## src/rtl/i2c_txn_arbiter_if.sv

```systemverilog
// Client request/response and I2C master command signals for i2c_txn_arbiter.
// master: arbiter side. slave: clients plus byte-write master side.
interface i2c_txn_arbiter_if;
  logic       rq0_req;
  logic       rq1_req;
  logic [6:0] rq0_addr;
  logic [6:0] rq1_addr;
  logic [7:0] rq0_data;
  logic [7:0] rq1_data;
  logic       rq0_ack;
  logic       rq1_ack;
  logic       rq0_done;
  logic       rq1_done;
  logic       rq0_nack;
  logic       rq1_nack;
  logic       m_start;
  logic [6:0] m_addr;
  logic [7:0] m_data;
  logic       m_busy;
  logic       m_done;
  logic       m_nack;
  logic       m_abort;
  logic       grant_id;
  logic       arb_busy;

  modport master (
    input  rq0_req, rq1_req, rq0_addr, rq1_addr, rq0_data, rq1_data,
    input  m_busy, m_done, m_nack,
    output rq0_ack, rq1_ack, rq0_done, rq1_done, rq0_nack, rq1_nack,
    output m_start, m_addr, m_data, m_abort, grant_id, arb_busy
  );

  modport slave (
    output rq0_req, rq1_req, rq0_addr, rq1_addr, rq0_data, rq1_data,
    output m_busy, m_done, m_nack,
    input  rq0_ack, rq1_ack, rq0_done, rq1_done, rq0_nack, rq1_nack,
    input  m_start, m_addr, m_data, m_abort, grant_id, arb_busy
  );
endinterface

```

## src/rtl/i2c_txn_arbiter.sv

```systemverilog
// Round-robin two-client arbiter/sequencer for the shared I2C byte-write master.
// Optional WAIT_DONE watchdog enabled by defining I2C_ARB_TIMEOUT_EN.
module i2c_txn_arbiter #(
  parameter int GAP_CYCLES     = 16,
  parameter int TIMEOUT_CYCLES = 200000
) (
  input  logic             i_Clk,
  input  logic             reset,
  i2c_txn_arbiter_if.master bus
);

  typedef enum logic [2:0] {IDLE, ISSUE, WAIT_DONE, RESP, GAP} state_t;

  localparam int              GW       = (GAP_CYCLES > 1) ? $clog2(GAP_CYCLES) : 1;
  localparam logic [GW-1:0]   GAP_LAST = GW'(GAP_CYCLES - 1);

  if (TIMEOUT_CYCLES < 1) begin : g_bad_timeout
    $error("TIMEOUT_CYCLES must be at least 1");
  end

  state_t        state_q;
  logic          last_grant_q;
  logic          grant_id_q;
  logic          status_q;
  logic [GW-1:0] gap_q;
  logic [6:0]    addr_q;
  logic [7:0]    data_q;
  logic          ack0_q, ack1_q, done0_q, done1_q, nack0_q, nack1_q;
  logic          start_q, busy_q;
  logic          pick;

  // On a tie the requester that did not win last time goes next.
  assign pick = (bus.rq0_req && bus.rq1_req) ? ~last_grant_q : bus.rq1_req;

`ifdef I2C_ARB_TIMEOUT_EN
  localparam int            TW      = (TIMEOUT_CYCLES > 1) ? $clog2(TIMEOUT_CYCLES) : 1;
  localparam logic [TW-1:0] TO_LAST = TW'(TIMEOUT_CYCLES - 1);
  logic [TW-1:0] to_cnt_q;
  logic          abort_q;
  assign bus.m_abort = abort_q;
`else
  assign bus.m_abort = 1'b0;
`endif

  always_ff @(posedge i_Clk) begin
    if (reset) begin
      state_q      <= IDLE;
      last_grant_q <= 1'b1;
      grant_id_q   <= 1'b0;
      status_q     <= 1'b0;
      gap_q        <= '0;
      addr_q       <= '0;
      data_q       <= '0;
      ack0_q       <= 1'b0;
      ack1_q       <= 1'b0;
      done0_q      <= 1'b0;
      done1_q      <= 1'b0;
      nack0_q      <= 1'b0;
      nack1_q      <= 1'b0;
      start_q      <= 1'b0;
      busy_q       <= 1'b0;
`ifdef I2C_ARB_TIMEOUT_EN
      to_cnt_q     <= '0;
      abort_q      <= 1'b0;
`endif
    end else begin
      ack0_q  <= 1'b0;
      ack1_q  <= 1'b0;
      done0_q <= 1'b0;
      done1_q <= 1'b0;
      nack0_q <= 1'b0;
      nack1_q <= 1'b0;
      start_q <= 1'b0;
`ifdef I2C_ARB_TIMEOUT_EN
      abort_q <= 1'b0;
`endif
      case (state_q)
        IDLE: begin
          if ((bus.rq0_req || bus.rq1_req) && !bus.m_busy) begin
            addr_q       <= pick ? bus.rq1_addr : bus.rq0_addr;
            data_q       <= pick ? bus.rq1_data : bus.rq0_data;
            ack0_q       <= ~pick;
            ack1_q       <= pick;
            grant_id_q   <= pick;
            last_grant_q <= pick;
            busy_q       <= 1'b1;
            state_q      <= ISSUE;
          end
        end
        ISSUE: begin
          start_q <= 1'b1;
`ifdef I2C_ARB_TIMEOUT_EN
          to_cnt_q <= '0;
`endif
          state_q <= WAIT_DONE;
        end
        WAIT_DONE: begin
          // A completion on the expiry edge wins over the watchdog.
          if (bus.m_done) begin
            status_q <= bus.m_nack;
            state_q  <= RESP;
          end
`ifdef I2C_ARB_TIMEOUT_EN
          else if (to_cnt_q == TO_LAST) begin
            abort_q  <= 1'b1;
            status_q <= 1'b1;
            state_q  <= RESP;
          end else begin
            to_cnt_q <= to_cnt_q + TW'(1);
          end
`endif
        end
        RESP: begin
          done0_q <= ~grant_id_q;
          done1_q <= grant_id_q;
          nack0_q <= ~grant_id_q & status_q;
          nack1_q <= grant_id_q & status_q;
          gap_q   <= '0;
          if (GAP_CYCLES == 0) begin
            busy_q  <= 1'b0;
            state_q <= IDLE;
          end else begin
            state_q <= GAP;
          end
        end
        GAP: begin
          if (gap_q == GAP_LAST) begin
            gap_q   <= '0;
            busy_q  <= 1'b0;
            state_q <= IDLE;
          end else begin
            gap_q <= gap_q + GW'(1);
          end
        end
        default: begin
          busy_q  <= 1'b0;
          state_q <= IDLE;
        end
      endcase
    end
  end

  assign bus.rq0_ack  = ack0_q;
  assign bus.rq1_ack  = ack1_q;
  assign bus.rq0_done = done0_q;
  assign bus.rq1_done = done1_q;
  assign bus.rq0_nack = nack0_q;
  assign bus.rq1_nack = nack1_q;
  assign bus.m_start  = start_q;
  assign bus.m_addr   = addr_q;
  assign bus.m_data   = data_q;
  assign bus.grant_id = grant_id_q;
  assign bus.arb_busy = busy_q;

endmodule

```

## src/flat_wrapper.sv

```systemverilog
// flat-port wrapper written by rule: the top's interface ports become plain ports
module i2c_txn_arbiter_flat 
#(
  parameter int GAP_CYCLES     = 16,
  parameter int TIMEOUT_CYCLES = 200000
)
  (i_Clk, reset, bus_rq0_req, bus_rq1_req, bus_rq0_addr, bus_rq1_addr, bus_rq0_data, bus_rq1_data, bus_m_busy, bus_m_done, bus_m_nack, bus_rq0_ack, bus_rq1_ack, bus_rq0_done, bus_rq1_done, bus_rq0_nack, bus_rq1_nack, bus_m_start, bus_m_addr, bus_m_data, bus_m_abort, bus_grant_id, bus_arb_busy);
  i2c_txn_arbiter_if bus_i ();
  input  logic i_Clk;
  input  logic reset;
  input wire logic [$bits(bus_i.rq0_req)-1:0] bus_rq0_req;
  input wire logic [$bits(bus_i.rq1_req)-1:0] bus_rq1_req;
  input wire logic [$bits(bus_i.rq0_addr)-1:0] bus_rq0_addr;
  input wire logic [$bits(bus_i.rq1_addr)-1:0] bus_rq1_addr;
  input wire logic [$bits(bus_i.rq0_data)-1:0] bus_rq0_data;
  input wire logic [$bits(bus_i.rq1_data)-1:0] bus_rq1_data;
  input wire logic [$bits(bus_i.m_busy)-1:0] bus_m_busy;
  input wire logic [$bits(bus_i.m_done)-1:0] bus_m_done;
  input wire logic [$bits(bus_i.m_nack)-1:0] bus_m_nack;
  output wire logic [$bits(bus_i.rq0_ack)-1:0] bus_rq0_ack;
  output wire logic [$bits(bus_i.rq1_ack)-1:0] bus_rq1_ack;
  output wire logic [$bits(bus_i.rq0_done)-1:0] bus_rq0_done;
  output wire logic [$bits(bus_i.rq1_done)-1:0] bus_rq1_done;
  output wire logic [$bits(bus_i.rq0_nack)-1:0] bus_rq0_nack;
  output wire logic [$bits(bus_i.rq1_nack)-1:0] bus_rq1_nack;
  output wire logic [$bits(bus_i.m_start)-1:0] bus_m_start;
  output wire logic [$bits(bus_i.m_addr)-1:0] bus_m_addr;
  output wire logic [$bits(bus_i.m_data)-1:0] bus_m_data;
  output wire logic [$bits(bus_i.m_abort)-1:0] bus_m_abort;
  output wire logic [$bits(bus_i.grant_id)-1:0] bus_grant_id;
  output wire logic [$bits(bus_i.arb_busy)-1:0] bus_arb_busy;
  assign bus_i.rq0_req = bus_rq0_req;
  assign bus_i.rq1_req = bus_rq1_req;
  assign bus_i.rq0_addr = bus_rq0_addr;
  assign bus_i.rq1_addr = bus_rq1_addr;
  assign bus_i.rq0_data = bus_rq0_data;
  assign bus_i.rq1_data = bus_rq1_data;
  assign bus_i.m_busy = bus_m_busy;
  assign bus_i.m_done = bus_m_done;
  assign bus_i.m_nack = bus_m_nack;
  assign bus_rq0_ack = bus_i.rq0_ack;
  assign bus_rq1_ack = bus_i.rq1_ack;
  assign bus_rq0_done = bus_i.rq0_done;
  assign bus_rq1_done = bus_i.rq1_done;
  assign bus_rq0_nack = bus_i.rq0_nack;
  assign bus_rq1_nack = bus_i.rq1_nack;
  assign bus_m_start = bus_i.m_start;
  assign bus_m_addr = bus_i.m_addr;
  assign bus_m_data = bus_i.m_data;
  assign bus_m_abort = bus_i.m_abort;
  assign bus_grant_id = bus_i.grant_id;
  assign bus_arb_busy = bus_i.arb_busy;
  i2c_txn_arbiter #(.GAP_CYCLES(GAP_CYCLES), .TIMEOUT_CYCLES(TIMEOUT_CYCLES)) u_core (.i_Clk(i_Clk), .reset(reset), .bus(bus_i));
endmodule
```

## config.mk

```make
export PLATFORM = sky130hd
export DESIGN_NAME = i2c_txn_arbiter_flat
export DESIGN_NICKNAME = d
export VERILOG_FILES = /design/src/rtl/i2c_txn_arbiter_if.sv /design/src/rtl/i2c_txn_arbiter.sv /design/src/flat_wrapper.sv
export SDC_FILE = /design/constraint.sdc
export NUM_CORES = 1
export LEC_CHECK = 0
export CAP_MARGIN = 30
export CELL_PAD_IN_SITES_DETAIL_PLACEMENT = 0
export CELL_PAD_IN_SITES_GLOBAL_PLACEMENT = 1
export CORE_MARGIN = 2
export CORE_UTILIZATION = 32
export CTS_CLUSTER_SIZE = 10
export DETAILED_ROUTE_END_ITERATION = 8
export MAX_ROUTING_LAYER = met4
export PLACE_DENSITY_LB_ADDON = 0.1
export SLEW_MARGIN = 10
export SYNTH_ARGS = -nofsm -noshare
export SYNTH_HDL_FRONTEND = slang
export SYNTH_SLANG_ARGS = --single-unit
```

## constraint.sdc

```tcl
create_clock -name i_Clk -period 3.5 [get_ports i_Clk]
set_clock_uncertainty 0.2 [all_clocks]
set_input_delay 0.35 -clock i_Clk [delete_from_list [all_inputs] [get_ports i_Clk]]
set_output_delay 0.35 -clock i_Clk [all_outputs]
set_load 0.03 [all_outputs]
```

======== Yosys cells after proc, flatten, opt, wreduce, memory -nomap -nowiden ========
Cells that the tools add are included.
W data, S select, Z words.
word-level totals
  register bits ........................... 33
  input port bits ......................... 37
  logic and storage cells ................. 59
  output and inout port bits .............. 25
cells by class
  equal/unequal tests ..................... 8
  bitwise gates (word level) .............. 9
  muxes and demuxes ....................... 13
  add/subtract/negate cells ............... 1
  reduce and logical (&&, ||, !) cells .... 13
operators with widths
  operator               number
  $pmux W3 S5            1
  $mux W3                3
  $mux W8                1
  $pmux W4 S2            1
  $mux W7                1
  $not A1 Y1             7
  $eq A3 B2 Y1 const B   2
  $reduce_and A3 Y1      2
  $reduce_or A3 Y1       2
  $add A4 B1 Y4 const B  1
  $eq A4 B4 Y1 const B   1
  $mux W1                4
  $mux W4                1
  $ne A2 B1 Y1 const B   2
  $reduce_and A2 Y1      2
  $eq A3 B1 Y1 const B   1
  $eq A3 B3 Y1 const B   1
  $logic_not A3 Y1       1
  $pmux W1 S3            1
  $and A1 B1 Y1          2
  $logic_and A1 B1 Y1    2
  $ne A2 B2 Y1 const B   1
  $reduce_bool A2 Y1     1
  $reduce_or A2 Y1       1
  2 further kinds        2

======== Logic depth before layout (Yosys ltp) ========
  word-level depth ........................ 4
  depth in mapped cells ................... 5
  gate-level depth less buffers ........... 4

======== Worst setup path after synthesis ========
OpenSTA, ideal clock, no wires.
  path kind ............................... reg-to-reg
  start ................................... register u_core.state_q[0]
  end ..................................... register u_core.addr_q[4] (netlist: u_core.bus.m_addr[4])
  library setup time ...................... 133 ps
  required time ........................... 3,167 ps
  setup slack ............................. 2,008 ps
  buffers on the path ..................... 1
  data arrival time ....................... 1,159 ps
  cell stages (with the launch flop) ...... 5
  clock period less this slack ............ 1,492 ps
  path through ............................ dfxtp_1 or3_1 nor2_2 buf_4 a311oi_1
on the way
  cells in the longest elaborated chain, start to end .. 2
RTL lines
  item                         line                   text
  start: declaration           i2c_txn_arbiter.sv:21  state_t state_q;
  start signal: assignment     i2c_txn_arbiter.sv:47  state_q <= IDLE;
  start signal: assignment     i2c_txn_arbiter.sv:87  state_q <= ISSUE;
  start signal: assignment     i2c_txn_arbiter.sv:95  state_q <= WAIT_DONE;
  $logic_not A3 Y1             i2c_txn_arbiter.sv:77  case (state_q)
  $reduce_and A2 Y1 (no line)  -
  end signal: assignment       i2c_txn_arbiter.sv:80  addr_q <= pick ? bus.rq1_addr : bus.rq0_addr;
  end: declaration             i2c_txn_arbiter.sv:26  logic [6:0] addr_q;
No other way between the ends.
A chain may end at the register's enable or synchronous reset.

======== Final worst setup path ========
  start ................................... register u_core.state_q[0]
  end ..................................... register u_core.addr_q[0] (netlist: u_core.bus.m_addr[0])
The elaborated chain is that of the path after synthesis.

==> metrics.md <==
| Metric | Value |
|---|---|
| Int Power | 693 uW |
| Hold worst-path end | u_core.bus.rq0_nack |
| Fin nets | 257 |
| ANT nets after route | 0 |
| Final count of pins violating max slew | 0 |
| Initial antenna violation count | 0 |
| Die area | 5020 um2 |
| Syn_area_per_cell | 8.71 um2 |
| Seq pwr share | 43.9% |
| Iteration-0 DRC count of the detailed router | 59 |
| Final setup TNS | 0 ns |
| Pin count of the biggest net entering global routing | 30 |
| Final Setup Violations | 0 |
| Max Clock Freq | 500 MHz |
| H-Tree Depth | 2 |
| RSZ-0062 raised after global routing | no |
| Worst R2R Path Depth | 3 |
| Logic pwr share | 24.3% |
| Vias | 1393 |
| Part of the cycle the worst path needs | 57.1% |
| Power Dens Cells | 458 nW/um2 |
| Post-DP HPWL | 2.59 mm |
| Switching Fraction | 29.2% |
| Crit Path Class | reg2reg |
| Max transition margin | 47.6% |
| Die Span Y | 70.8 um |
| Crit path cell chain | or3_1 > nor2_2 > a311oi_1 |
| Leak pwr | 0.765 nW |
| Starting Density | 33.0% |
| P_sw | 285 uW |
| Worst Setup End Kind | flop |
| Worst Path Buf+Inv | 0 |
| R2r setup slk | 1.50 ns |
| # rows | 24 |
| Worst skew pair latency | 0.28 ns |
| Syn_nets | 202 |
| Arr. time, crit path | 1.92 ns |
| Routed WL | 3.79 mm |
| Commonest cells after routing, fill and taps aside | clkdlybuf4s50_1, nand2_1, dfxtp_1, a21oi_1, a311oi_1 |
| GRT Residual Overflow | 0 |
| RR Startpoint | u_core.state_q[0] |
| Sequential share of the synthesized area | 46.2% |
| Critical path fanouts, max | 15 |
| Slew @ Worst Pin | 0.782 ns |
| Port bufs | 60 |
| CTS root buf | clkbuf_8 |
| Drt wl/cell | 13.9 um |
| Top delay family on crit path | simple AND/OR/NAND/NOR gates |
| Diodes inserted | 0 |
| Die width | 70.8 um |
| Clock network fraction of total power | 31.8% |
| Min-delay src | u_core.status_q |
| Cells after synthesis | 164 |
| Clk slew on worst S/H paths | 0.07 ns |
| Layout cells sized above 1 | 6.82% |
| Post-CTS Setup Repair Bufs | 0 |
| Max stage delay on crit path | 0.52 ns |
| Vias in the first global route | 1336 |
| Tot GR Track Use | 15.8% |
| Status | finished, final reports clean |
| Hold-fix buffers, CTS | 0 |
| Clk buf depth | 2 |
| Final min period | 2.00 ns |
| Peak supply drop | 0.000179 V |
| # clock sinks | 33 |
| DRT Pass-1 Iters | 4 |
| Crit start category | flop |
| Worst Path Required | 3.42 ns |
| First-pass GRT wire length | 6.05 mm |
| Drt drc | 0 |
| Ys Warns | 0 |
| Post-Syn Area | 1430 um2 |
| Post-cts resize count | 0 |
| Maxcap violations | 0 |
| Cell variety after synth | 37 |
| Hold WS | 0.277 ns |
| GP Congestion | 0.681 |
| Via density per instance | 5.12 |
| Number of synthesized register bits | 33 |
| Hold Path Cell Cnt | 1 |
| Most common cell after layout, fill and taps aside | clkdlybuf4s50_1 |
| # IOs | 62 |
| Layout area overhead | 49.4% |
| Min-Delay Path Class | reg2reg |
| Core area | 4320 um2 |
| Slowest CP cell | nor2_2 |
| Cts bufs inserted | 5 |
| Fin. Hold Viols | 0 |
| Worst r2r dst | u_core.bus.m_addr[0] |
| CTS tree | yes |
## through the flow
| stage | power, mW | cell area (um2) | worst slack, ns | utilization [%] | cells |
|---|---|---|---|---|---|
| 6_report | 0.978 | 2130 | 1.50 | 49.4 | 272 |
| 5_1_grt | 1.03 | 2130 | 1.36 | 49.4 | 272 |
| 4_1_cts | 0.992 | 2130 | 1.50 | 49.4 | 272 |
| 3_5_place_dp | 0.676 | 2030 | 1.23 | 47.0 | 264 |
| 3_3_place_gp | 0.673 | 2030 | 1.34 | 47.0 | 264 |
| 2_1_floorplan | 0.573 | 1430 | 2.01 | - | 164 |
## cell usage after synthesis
cell type	number	area, um2
nand2_1	36	135
dfxtp_1	33	661
a21oi_1	20	100
a311oi_1	15	131
buf_2	7	35.0
nor2_1	6	22.5
nand3_1	5	25.0
buf_4	3	22.5
nand3b_1	3	22.5
nor3_1	3	15.0
a2111oi_0	2	17.5
and2_1	2	12.5
clkbuf_1	2	7.51
mux2i_1	2	20.0
o21ai_0	2	10.0
or3_1	2	12.5
a211oi_1	1	7.51
a21bo_1	1	10.0
a21boi_2	1	11.3
a31oi_1	1	6.26
and4_1	1	8.76
and4b_1	1	10.0
and4bb_2	1	12.5
buf_1	1	3.75
conb_1	1	3.75
ha_1	1	12.5
nand2b_1	1	6.26
nand4_1	1	6.26
nor2_2	1	6.26
nor2b_1	1	6.26
nor3_4	1	16.3
nor3b_1	1	7.51
nor4_1	1	6.26
o21ba_2	1	10.0
o21bai_1	1	7.51
or3b_4	1	11.3
xnor2_1	1	8.76
## routing by layer
layer  vias to the layer above  wire length [um]  GRT usage [%]
li1                        705                 -              -
met1                       650              1700           17.7
met2                        34              1880           26.5
met3                         4               172           4.99
met4                         0                40           5.87
met5                         -                 0              -
## sequential cells by signal (all words and copies together), names as in the netlist
register,count
u_core.bus.m_data,8
u_core.last_grant_q,1
u_core.bus.rq1_nack,1
u_core.bus.m_start,1
u_core.status_q,1
u_core.bus.grant_id,1
u_core.bus.rq1_ack,1
u_core.bus.rq0_ack,1
u_core.gap_q,4
u_core.bus.rq0_nack,1
u_core.bus.rq0_done,1
u_core.bus.arb_busy,1
u_core.bus.m_addr,7
u_core.bus.rq1_done,1
u_core.state_q,3
## power by group through the flow
stage               Sequential [mW]  Clock, mW  Combinational (mW)
global placement              0.436          0               0.236
CTS                           0.429      0.323               0.241
finish                        0.429      0.311               0.238
detailed placement            0.437          0               0.240
global route                  0.433      0.335               0.257
floorplan                     0.474          0              0.0992
## worst reg2reg max path, cell delays in order (launching register included)
cell      delay, ns
dfxtp_1        0.46
or3_1          0.48
nor2_2         0.52
a311oi_1       0.19
## worst max-delay path by stage
stage                                  from                   end  slack [ns]  cells past startpoint
after floorplan           u_core.state_q[0]  u_core.bus.m_addr[4]        2.01                      4
after global placement          bus_rq1_req  u_core.bus.m_data[7]        1.34                      4
after detailed placement        bus_rq1_req  u_core.bus.m_data[4]        1.23                      4
after CTS                 u_core.state_q[0]  u_core.bus.m_data[0]        1.50                      3
after global routing      u_core.state_q[0]  u_core.bus.m_addr[0]        1.36                      3
final                     u_core.state_q[0]  u_core.bus.m_addr[0]        1.50                      3
## cells by family (layout without fill, tap and decap cells)
logic type | count (synthesis) | count (layout) | share of synthesized area, %
xor gates and xnor gates | 1 | 1 | 0.613
adders and majority gates | 1 | 1 | 0.876
AOI/OAI and AO/OA | 45 | 45 | 21.8
muxes | 2 | 2 | 1.40
other | 1 | 1 | 0.262
buffers and inverters | 13 | 69 | 4.82
DFF | 33 | 33 | 46.2
and+or+nand+nor | 68 | 68 | 24.0
## final cells by class
class | count | area [um2]
fill | 408 | 2190
clock inverter | 1 | 5.00
timing repair buffer | 61 | 608
clock buffer | 7 | 96.3
multi-input combinational | 118 | 699
sequential | 33 | 661
tap | 52 | 65.1
No activity file was read; power rests on OpenSTA's default activity.
